==> src/rtl/dsram_arbiter_pkg.sv <==
// Shared constants and helpers for the data-SRAM arbiter.
package dsram_arbiter_pkg;

  localparam logic P_LSU = 1'b0;
  localparam logic P_IF  = 1'b1;

  function automatic int strb_w(input int data_w);
    return data_w / 8;
  endfunction

endpackage

==> src/rtl/dsram_arbiter_if.sv <==
// Bundles both requester ports and the SRAM macro side of the arbiter.
interface dsram_arbiter_if #(
  parameter int ADDR_W = 64,
  parameter int DATA_W = 64
);
  localparam int STRB_W = dsram_arbiter_pkg::strb_w(DATA_W);

  logic              p0_req;
  logic              p0_wr;
  logic [STRB_W-1:0] p0_wstrb;
  logic [ADDR_W-1:0] p0_addr;
  logic [DATA_W-1:0] p0_wdata;
  logic              p0_lock;
  logic              p0_gnt;
  logic              p0_rvalid;
  logic [DATA_W-1:0] p0_rdata;

  logic              p1_req;
  logic              p1_wr;
  logic [STRB_W-1:0] p1_wstrb;
  logic [ADDR_W-1:0] p1_addr;
  logic [DATA_W-1:0] p1_wdata;
  logic              p1_gnt;
  logic              p1_rvalid;
  logic [DATA_W-1:0] p1_rdata;

  logic              sram_en;
  logic [STRB_W-1:0] sram_wen;
  logic [ADDR_W-1:0] sram_addr;
  logic [DATA_W-1:0] sram_wdata;
  logic [DATA_W-1:0] sram_rdata;

  logic              busy;

  // Arbiter side.
  modport slave (
    input  p0_req, p0_wr, p0_wstrb, p0_addr, p0_wdata, p0_lock,
    input  p1_req, p1_wr, p1_wstrb, p1_addr, p1_wdata,
    input  sram_rdata,
    output p0_gnt, p0_rvalid, p0_rdata,
    output p1_gnt, p1_rvalid, p1_rdata,
    output sram_en, sram_wen, sram_addr, sram_wdata, busy
  );

  // Pipeline / SRAM macro side.
  modport master (
    output p0_req, p0_wr, p0_wstrb, p0_addr, p0_wdata, p0_lock,
    output p1_req, p1_wr, p1_wstrb, p1_addr, p1_wdata,
    output sram_rdata,
    input  p0_gnt, p0_rvalid, p0_rdata,
    input  p1_gnt, p1_rvalid, p1_rdata,
    input  sram_en, sram_wen, sram_addr, sram_wdata, busy
  );

endinterface

==> src/rtl/dsram_arb_prio.sv <==
// Combinational grant logic: lock, then starvation guard, then fixed priority to port 0.
module dsram_arb_prio #(
  parameter int STARVE_LIMIT = 4,
  parameter int CNT_W        = 3
) (
  input  logic             i_p0_req,
  input  logic             i_p1_req,
  input  logic [CNT_W-1:0] i_starve_cnt,
  input  logic             i_lock_held,
  output logic             o_p0_gnt,
  output logic             o_p1_gnt
);

  always_comb begin
    // NOTE: every output gets a default first so no path leaves it unassigned (no latch).
    o_p0_gnt = 1'b0;
    o_p1_gnt = 1'b0;
    if (i_lock_held) begin
      o_p0_gnt = i_p0_req;
    end else if (i_p1_req && (i_starve_cnt >= CNT_W'(STARVE_LIMIT))) begin
      o_p1_gnt = 1'b1;
    end else if (i_p0_req) begin
      o_p0_gnt = 1'b1;
    end else if (i_p1_req) begin
      o_p1_gnt = 1'b1;
    end
  end

endmodule

==> src/rtl/dsram_arbiter.sv <==
// Shares the single-port data SRAM between the load/store path (port 0) and I-fetch refill (port 1).
module dsram_arbiter
  import dsram_arbiter_pkg::*;
#(
  parameter int ADDR_W       = 64,
  parameter int DATA_W       = 64,
  parameter int STARVE_LIMIT = 4,
  parameter int CNT_W        = 3
) (
  input  logic            clk,
  input  logic            reset,
  dsram_arbiter_if.slave  bus
);

  localparam int STRB_W = strb_w(DATA_W);

  logic             w_p0_req;
  logic             w_p1_req;
  logic             w_p0_gnt;
  logic             w_p1_gnt;
  logic             w_rd_gnt;
  logic [CNT_W-1:0] r_starve_cnt;
  logic             r_lock_held;
  logic             r_resp_pend;
  logic             r_resp_owner;

  logic              w_sram_en;
  logic [STRB_W-1:0] w_sram_wen;
  logic [ADDR_W-1:0] w_sram_addr;
  logic [DATA_W-1:0] w_sram_wdata;

  // Requests are masked while reset is high so no grant leaks out during reset.
  assign w_p0_req = bus.p0_req & ~reset;
  assign w_p1_req = bus.p1_req & ~reset;

  dsram_arb_prio #(
    .STARVE_LIMIT (STARVE_LIMIT),
    .CNT_W        (CNT_W)
  ) u_prio (
    .i_p0_req     (w_p0_req),
    .i_p1_req     (w_p1_req),
    .i_starve_cnt (r_starve_cnt),
    .i_lock_held  (r_lock_held),
    .o_p0_gnt     (w_p0_gnt),
    .o_p1_gnt     (w_p1_gnt)
  );

  assign w_rd_gnt = (w_p0_gnt && !bus.p0_wr) || (w_p1_gnt && !bus.p1_wr);

  always_comb begin
    w_sram_en    = 1'b0;
    w_sram_wen   = '0;
    w_sram_addr  = '0;
    w_sram_wdata = '0;
    if (w_p0_gnt) begin
      w_sram_en    = 1'b1;
      w_sram_wen   = bus.p0_wr ? bus.p0_wstrb : '0;
      w_sram_addr  = bus.p0_addr;
      w_sram_wdata = bus.p0_wdata;
    end else if (w_p1_gnt) begin
      w_sram_en    = 1'b1;
      w_sram_wen   = bus.p1_wr ? bus.p1_wstrb : '0;
      w_sram_addr  = bus.p1_addr;
      w_sram_wdata = bus.p1_wdata;
    end
  end

  always_ff @(posedge clk or posedge reset) begin
    // NOTE: non-blocking assignments so every register samples pre-edge values.
    if (reset) begin
      r_starve_cnt <= '0;
      r_lock_held  <= 1'b0;
      r_resp_pend  <= 1'b0;
      r_resp_owner <= P_LSU;
    end else begin
      if (w_p1_gnt || !w_p1_req) begin
        r_starve_cnt <= '0;
      end else if (r_starve_cnt < CNT_W'(STARVE_LIMIT)) begin
        r_starve_cnt <= r_starve_cnt + 1'b1;
      end

      if (w_p0_gnt) begin
        r_lock_held <= bus.p0_lock;
      end else if (!bus.p0_req && !bus.p0_lock) begin
        r_lock_held <= 1'b0;
      end

      r_resp_pend <= w_rd_gnt;
      if (w_rd_gnt) begin
        r_resp_owner <= w_p1_gnt ? P_IF : P_LSU;
      end
    end
  end

  assign bus.p0_gnt     = w_p0_gnt;
  assign bus.p1_gnt     = w_p1_gnt;
  assign bus.p0_rvalid  = r_resp_pend && (r_resp_owner == P_LSU);
  assign bus.p1_rvalid  = r_resp_pend && (r_resp_owner == P_IF);
  assign bus.p0_rdata   = bus.p0_rvalid ? bus.sram_rdata : '0;
  assign bus.p1_rdata   = bus.p1_rvalid ? bus.sram_rdata : '0;
  assign bus.sram_en    = w_sram_en;
  assign bus.sram_wen   = w_sram_wen;
  assign bus.sram_addr  = w_sram_addr;
  assign bus.sram_wdata = w_sram_wdata;
  assign bus.busy       = r_resp_pend | r_lock_held;

endmodule
==> src/flat_wrapper.sv <==
// flat-port wrapper written by rule: the top's interface ports become plain ports
module dsram_arbiter_flat import dsram_arbiter_pkg::*;
#(
  parameter int ADDR_W       = 64,
  parameter int DATA_W       = 64,
  parameter int STARVE_LIMIT = 4,
  parameter int CNT_W        = 3
)
  (clk, reset, bus_p0_req, bus_p0_wr, bus_p0_wstrb, bus_p0_addr, bus_p0_wdata, bus_p0_lock, bus_p1_req, bus_p1_wr, bus_p1_wstrb, bus_p1_addr, bus_p1_wdata, bus_sram_rdata, bus_p0_gnt, bus_p0_rvalid, bus_p0_rdata, bus_p1_gnt, bus_p1_rvalid, bus_p1_rdata, bus_sram_en, bus_sram_wen, bus_sram_addr, bus_sram_wdata, bus_busy);
  dsram_arbiter_if #(.ADDR_W(ADDR_W), .DATA_W(DATA_W)) bus_i ();
  input  logic clk;
  input  logic reset;
  input wire logic [$bits(bus_i.p0_req)-1:0] bus_p0_req;
  input wire logic [$bits(bus_i.p0_wr)-1:0] bus_p0_wr;
  input wire logic [$bits(bus_i.p0_wstrb)-1:0] bus_p0_wstrb;
  input wire logic [$bits(bus_i.p0_addr)-1:0] bus_p0_addr;
  input wire logic [$bits(bus_i.p0_wdata)-1:0] bus_p0_wdata;
  input wire logic [$bits(bus_i.p0_lock)-1:0] bus_p0_lock;
  input wire logic [$bits(bus_i.p1_req)-1:0] bus_p1_req;
  input wire logic [$bits(bus_i.p1_wr)-1:0] bus_p1_wr;
  input wire logic [$bits(bus_i.p1_wstrb)-1:0] bus_p1_wstrb;
  input wire logic [$bits(bus_i.p1_addr)-1:0] bus_p1_addr;
  input wire logic [$bits(bus_i.p1_wdata)-1:0] bus_p1_wdata;
  input wire logic [$bits(bus_i.sram_rdata)-1:0] bus_sram_rdata;
  output wire logic [$bits(bus_i.p0_gnt)-1:0] bus_p0_gnt;
  output wire logic [$bits(bus_i.p0_rvalid)-1:0] bus_p0_rvalid;
  output wire logic [$bits(bus_i.p0_rdata)-1:0] bus_p0_rdata;
  output wire logic [$bits(bus_i.p1_gnt)-1:0] bus_p1_gnt;
  output wire logic [$bits(bus_i.p1_rvalid)-1:0] bus_p1_rvalid;
  output wire logic [$bits(bus_i.p1_rdata)-1:0] bus_p1_rdata;
  output wire logic [$bits(bus_i.sram_en)-1:0] bus_sram_en;
  output wire logic [$bits(bus_i.sram_wen)-1:0] bus_sram_wen;
  output wire logic [$bits(bus_i.sram_addr)-1:0] bus_sram_addr;
  output wire logic [$bits(bus_i.sram_wdata)-1:0] bus_sram_wdata;
  output wire logic [$bits(bus_i.busy)-1:0] bus_busy;
  assign bus_i.p0_req = bus_p0_req;
  assign bus_i.p0_wr = bus_p0_wr;
  assign bus_i.p0_wstrb = bus_p0_wstrb;
  assign bus_i.p0_addr = bus_p0_addr;
  assign bus_i.p0_wdata = bus_p0_wdata;
  assign bus_i.p0_lock = bus_p0_lock;
  assign bus_i.p1_req = bus_p1_req;
  assign bus_i.p1_wr = bus_p1_wr;
  assign bus_i.p1_wstrb = bus_p1_wstrb;
  assign bus_i.p1_addr = bus_p1_addr;
  assign bus_i.p1_wdata = bus_p1_wdata;
  assign bus_i.sram_rdata = bus_sram_rdata;
  assign bus_p0_gnt = bus_i.p0_gnt;
  assign bus_p0_rvalid = bus_i.p0_rvalid;
  assign bus_p0_rdata = bus_i.p0_rdata;
  assign bus_p1_gnt = bus_i.p1_gnt;
  assign bus_p1_rvalid = bus_i.p1_rvalid;
  assign bus_p1_rdata = bus_i.p1_rdata;
  assign bus_sram_en = bus_i.sram_en;
  assign bus_sram_wen = bus_i.sram_wen;
  assign bus_sram_addr = bus_i.sram_addr;
  assign bus_sram_wdata = bus_i.sram_wdata;
  assign bus_busy = bus_i.busy;
  dsram_arbiter #(.ADDR_W(ADDR_W), .DATA_W(DATA_W), .STARVE_LIMIT(STARVE_LIMIT), .CNT_W(CNT_W)) u_core (.clk(clk), .reset(reset), .bus(bus_i));
endmodule
==> config.mk <==
export PLATFORM = sky130hd
export DESIGN_NAME = dsram_arbiter_flat
export DESIGN_NICKNAME = d
export VERILOG_FILES = /design/src/rtl/dsram_arbiter_pkg.sv /design/src/rtl/dsram_arbiter_if.sv /design/src/rtl/dsram_arb_prio.sv /design/src/rtl/dsram_arbiter.sv /design/src/flat_wrapper.sv
export SDC_FILE = /design/constraint.sdc
export NUM_CORES = 1
export LEC_CHECK = 0
export CAP_MARGIN = 20
export CORE_AREA = 2 2 240 242
export DETAILED_ROUTE_END_ITERATION = 8
export DIE_AREA = 0 0 242 244
export PLACE_DENSITY = 0.33
export SETUP_SLACK_MARGIN = 0.5
export SKIP_CTS_REPAIR_TIMING = 1
export SLEW_MARGIN = 20
export SYNTH_ARGS = -nofsm -noshare
export SYNTH_HDL_FRONTEND = slang
export SYNTH_HIERARCHICAL = 1
export SYNTH_SLANG_ARGS = --single-unit
export TNS_END_PERCENT = 50
==> constraint.sdc <==
create_clock -name clk -period 2.6 [get_ports clk]
set_input_delay 0.52 -clock clk [delete_from_list [all_inputs] [get_ports clk]]
set_output_delay 0.52 -clock clk [all_outputs]
set_load 0.02 [all_outputs]
=== Word level (Yosys, flattened, before mapping) ===
Cells that the tools add are included.

* Output and inout port bits: 270
* Bits in registers: 6

* Magnitude comparators: 2
* Mux-type cells: 23
* Reductions and logical operators: 15
* Bitwise logic cells: 5
* Add/sub/neg operators: 1

{| class="wikitable"
|+ Operators by type and width
! kind !! number
|-
| $mux W64 || 6
|-
| $mux W8 || 4
|-
| $mux W1 || 11
|-
| $logic_and A1 B1 Y1 || 6
|-
| $mux W3 || 2
|-
| $logic_not A1 Y1 || 5
|-
| $reduce_bool A2 Y1 || 2
|-
| $add A3 B1 Y3 const B || 1
|-
| $ge A3 B3 Y1 const B || 1
|-
| $lt A3 B3 Y1 const B || 1
|-
| $and A1 B1 Y1 || 2
|-
| $logic_or A1 B1 Y1 || 2
|-
| $not A1 Y1 || 2
|-
| $or A1 B1 Y1 || 1
|}

=== Depth between registers and ports, before layout ===
* Depth in word-level cells: 8
* Mapped depth: 8
* Depth with buffers taken out: 6

=== By module ===
The synthesis kept the hierarchy.

{| class="wikitable"
|+ By module, submodules not included
! module !! cells each !! area each (um^2) !! instances
|-
| dsram_arbiter || 364 || 2686.3 || 1
|-
| dsram_arb_prio || 4 || 36.3 || 1
|}

=== Least setup slack after synthesis ===
No wires, ideal clock.

* Kind: input to output
* Start: input bus_p1_req
* End: output bus_sram_wen[0]
* Setup slack: 75 ps
* Arrival: 2005 ps
* Required time: 2080 ps
* Cell stages on the path: 8
* Path buffers: 2
* Cell sequence: nor2b_1 -> nor2b_4 -> a21boi_1 -> buf_6 -> and2_1 -> clkbuf_1 -> nand2_1 -> o21ai_1

* Elaborated cells between the ends (all ways): 10
* Those cells by class: mux: 8; bitwise: 1; reduce/logical: 1

{| class="wikitable"
|+ RTL lines
! what !! line !! RTL
|-
| start: declaration || flat_wrapper.sv:19 || <nowiki>input wire logic [$bits(bus_i.p1_req)-1:0] bus_p1_req;</nowiki>
|-
| $and A1 B1 Y1 || dsram_arbiter.sv:34 || <nowiki>assign w_p1_req = bus.p1_req & ~reset;</nowiki>
|-
| $logic_and A1 B1 Y1 || dsram_arb_prio.sv:20 || <nowiki>end else if (i_p1_req && (i_starve_cnt >= CNT_W'(STARVE_LIMIT))) begin</nowiki>
|-
| $mux W1 || dsram_arb_prio.sv:20 ||
|-
| $mux W1 || dsram_arb_prio.sv:18 || <nowiki>if (i_lock_held) begin</nowiki>
|-
| via bus_p0_gnt || flat_wrapper.sv:25 || <nowiki>output wire logic [$bits(bus_i.p0_gnt)-1:0] bus_p0_gnt;</nowiki>
|-
| $mux W8 || dsram_arbiter.sv:55 || <nowiki>if (w_p0_gnt) begin</nowiki>
|-
| end: declaration || flat_wrapper.sv:32 || <nowiki>output wire logic [$bits(bus_i.sram_wen)-1:0] bus_sram_wen;</nowiki>
|}

The timed path passes the listed nets, and every way through them passes these cells.

=== Final worst setup path ===
* Start: input reset
* End: output bus_sram_wdata[5]

* Word-level cells in the longest chain between the ends: 8
* Elaborated cells between the ends (all ways): 13
* Those cells by class: mux: 9; bitwise: 3; reduce/logical: 1

{| class="wikitable"
|+ RTL lines
! what !! line !! RTL
|-
| start: declaration || flat_wrapper.sv:12 || <nowiki>input logic reset;</nowiki>
|-
| $not A1 Y1 (*) || dsram_arbiter.sv:34 ||
|-
| $and A1 B1 Y1 (*) || dsram_arbiter.sv:34 ||
|-
| via u_core.w_p1_req || dsram_arbiter.sv:18 || <nowiki>logic w_p1_req;</nowiki>
|-
| $mux W1 || dsram_arb_prio.sv:24 || <nowiki>end else if (i_p1_req) begin</nowiki>
|-
| $mux W1 || dsram_arb_prio.sv:22 || <nowiki>end else if (i_p0_req) begin</nowiki>
|-
| $mux W1 || dsram_arb_prio.sv:20 ||
|-
| $mux W1 || dsram_arb_prio.sv:18 ||
|-
| $mux W64 || dsram_arbiter.sv:60 || <nowiki>end else if (w_p1_gnt) begin</nowiki>
|-
| $mux W64 (*) || dsram_arbiter.sv:55 ||
|-
| end: declaration || flat_wrapper.sv:34 || <nowiki>output wire logic [$bits(bus_i.sram_wdata)-1:0] bus_sram_wdata;</nowiki>
|}

Mark *: on every way through the listed nets, which the timed path passes. The rest lies on a longest branch.

==> summary.txt <==
Status: complete, but fails checks
Failing checks: setup timing
Critical Path RT: 2.08 ns
Gr ovfl total: 0
WL per Instance: 17.0 um
CP cell instances: buf_6 > nor2b_4 > nor2b_4 > a21boi_4 > inv_2 > nor2_4 > buf_12 > buf_16 > buf_6 > a22o_1 > buf_6
Total leakage power: 0.00459 uW
Antenna Nets Post-Route: 0
Synthesized flop and latch total: 6
Dominant cell type by area after synthesis: a22o_1
Overall Power: 2320 uW
Worst path slowest cell: nor2_4
CTS clock-pin slew for the worst setup and hold paths: 0.03 ns
Die Ht: 244 um
Setup Crit Path Kind: in2out
Yosys warns: 6
Psw: 883 uW
Post-synthesis sequential area ratio: 5.51%
Sw Ratio: 38.1%
Core Region: 56,200 um2
Final Hold Viols: 0
Die X: 242 um
Site row count: 87
# diodes: 0
Total CTS buffers: 3
Via density: 3.12
Compound-Gate Fraction of Synth Area: 44.3%
HPWL after detailed placement: 24,500 um
# port buffers: 612
Final net count: 1,350
Max Root-Sink Buffers: 2
Max rail drop VDD: 0.000200 V
Worst-Skew Late Latency: 0.23 ns
Clock power frac: 10.9%
Max incr delay on CP: 0.22 ns
Slew HR: 75.3%
Setup-failing EPs final: 14
Root Buffer: clkbuf_16
Worst Path Max Fanout: 6
I/O pin cnt: 613
Clk sinks: 6
Total iterations of the first detailed-routing run: 4
Post-synthesis mux area share: 0.368%
Max Clk Rate: 379 MHz
Reg2Reg Setup Slack: 1.14 ns
Final Max Slew Viols: 0
Max-cap violations: 0
GP Congestion: 0.873
Adder-Cell Fraction of Synth Area: 0.460%
TritonCTS clock tree: yes
Most common cell after layout, fill and taps aside: clkdlybuf4s50_1
Starting density of the core: 4.85%
Synthesized Nets: 712
Initial drt markers: 166
All-Layer GR Usage: 8.78%
Simple-gate share of the synthesized area: 35.6%
Crit path launch type: input port
CP most frequent cell: buf_6
Min Tclk post-route: 2.64 ns
Synth unique cells: 30
Setup slack after layout: -0.0397 ns
Seq pwr share: 4.8%
Final hold slack: 0.225 ns
Avg Inst Size Synth: 7.40 um2
XOR/XNOR Fraction of Synth Area: 0.322%
Skew final: 0.000616 ns
Initial antenna violation count: 1
# DRC: 0
DIE AREA: 59,000 um2
Synth Cell Area: 2720 um2
Vias: 5,488
Pre-CTS setup slack: -1.01 ns
Layout cell share with drive strength beyond 1: 26.6%
Largest family of logic cells by synthesized area: compound AO/OA/AOI/OAI gates
Critical path arrival: 2.12 ns
Combinational share of power: 84.3%
RSZ-0062 raised after global routing: true
Crit path max-delay family: buffers and inverters
Largest net degree at the start of global routing: 44
H-tree Lvls: 1
Worst-Margin Slew: 0.371 ns
Critical Path Sink Type: output pin
Mapped Cells: 368
Share of the synthesized area in the top cell type: 41.2%
TNS Setup: -0.244 ns
Via count of the first global-routing pass: 5,513
Most frequent cells in the layout: clkdlybuf4s50_1 (469), buf_6 (113), a22o_1 (107)
Fill cells: 6,297
Global-route wire length before repair: 38,600 um
WL final: 29,900 um
Power per Cell Area: 212 nW/um2
Top post-synthesis cells by area: a22o_1 (41%), and2_1 (15%), and3_1 (15%)
Tcrit/Tclk final: 102%
Layout area overhead: 302%
Hold Crit Class: in2async
Pint: 1430 uW
Critical path buffers and inverters: 6
state kept, by name, indices dropped and copies added (netlist names):
signal	count
u_core/r_starve_cnt	3
u_core/r_resp_pend	1
u_core/r_resp_owner	1
u_core/r_lock_held	1
layer usage:
metal  routed length, um  share of wire (%)  up-vias  GRT usage (%)
met2               16000                 53      291           16.9
met5                  13              0.044        -              0
met1               11400                 38     2515           9.76
met3                2320                7.8        8           2.58
met4                 125               0.42        2          0.781
li1                    -                  -     2672              -
worst reg2reg max path: stages (launching register included):
cell and delay (ns):
dfrtp_1 0.40, nor2b_4 0.15, a21boi_4 0.08, buf_4 0.14, buf_4 0.13, buf_12 0.13
nand2b_1 0.10, a21oi_1 0.08, a21o_1 0.15
power by group through the flow:
stage	Combinational [uW]	Sequential (uW)	Clock, uW
3_3_place_gp	1840	113	0
4_1_cts	1840	112	257
2_1_floorplan	673	109	0
3_5_place_dp	1830	113	0
5_1_grt	2060	113	265
6_report	1950	111	252
stage by stage:
stage	area, um2	utilization, %	instances
after global placement	10200	18.1	1727
after detailed placement	10200	18.1	1727
after floorplan	2970	-	368
after global routing	10900	19.5	1760
final	10900	19.5	1760
after CTS	10200	18.2	1730
synthesized netlist by cell type:
| master | n |
|---|---|
| nand2_1 | 17 |
| o21ai_0 | 1 |
| buf_6 | 14 |
| or2_2 | 2 |
| nor2b_4 | 1 |
| a21oi_1 | 1 |
| nor2_1 | 4 |
| o21ai_1 | 8 |
| and2_1 | 67 |
| buf_4 | 3 |
| nor2_4 | 1 |
| clkbuf_2 | 7 |
| a21boi_2 | 1 |
| and3_1 | 64 |
| mux2i_1 | 1 |
| o22a_1 | 1 |
| buf_8 | 1 |
| nand2b_1 | 1 |
| ha_1 | 1 |
| xor2_1 | 1 |
| dfrtp_1 | 6 |
| a21boi_1 | 1 |
| a22o_1 | 128 |
| buf_2 | 15 |
| inv_2 | 1 |
| nor2b_1 | 3 |
| inv_1 | 2 |
| clkbuf_1 | 13 |
| a21o_1 | 1 |
| nor2b_2 | 1 |
final timing paths:
kind | start | end | cells past startpoint
max | reset | bus_sram_wdata[5] | 11
min | reset | u_core/r_starve_cnt[2] | 2
max reg2reg | u_core/r_lock_held | u_core/r_resp_owner | 8
min reg2reg | u_core/r_starve_cnt[1] | u_core/r_starve_cnt[1] | 2
max in group asynchronous | reset | u_core/r_resp_owner | 2
min in group clk | u_core/r_starve_cnt[1] | u_core/r_starve_cnt[1] | 2
logic make-up after synthesis:
group,Yosys count
adder cells (fa/ha/maj),1
buffers and inverters,56
AND/OR/NAND/NOR,161
AO/OA/AOI/OAI,142
XOR/XNOR,1
multiplexers,1
flip-flops,6
area by class of cell:
type / count / area, um2 / area share (%)
repair buffers: 686 / 7190 / 65.7
well taps: 756 / 946 / 8.65
flip-flops and latches: 6 / 150 / 1.37
inverters: 3 / 11.3 / 0.103
clock buffers: 3 / 75.1 / 0.686
multi-input cells: 306 / 2570 / 23.5
Power figures use the tool's default switching activity.
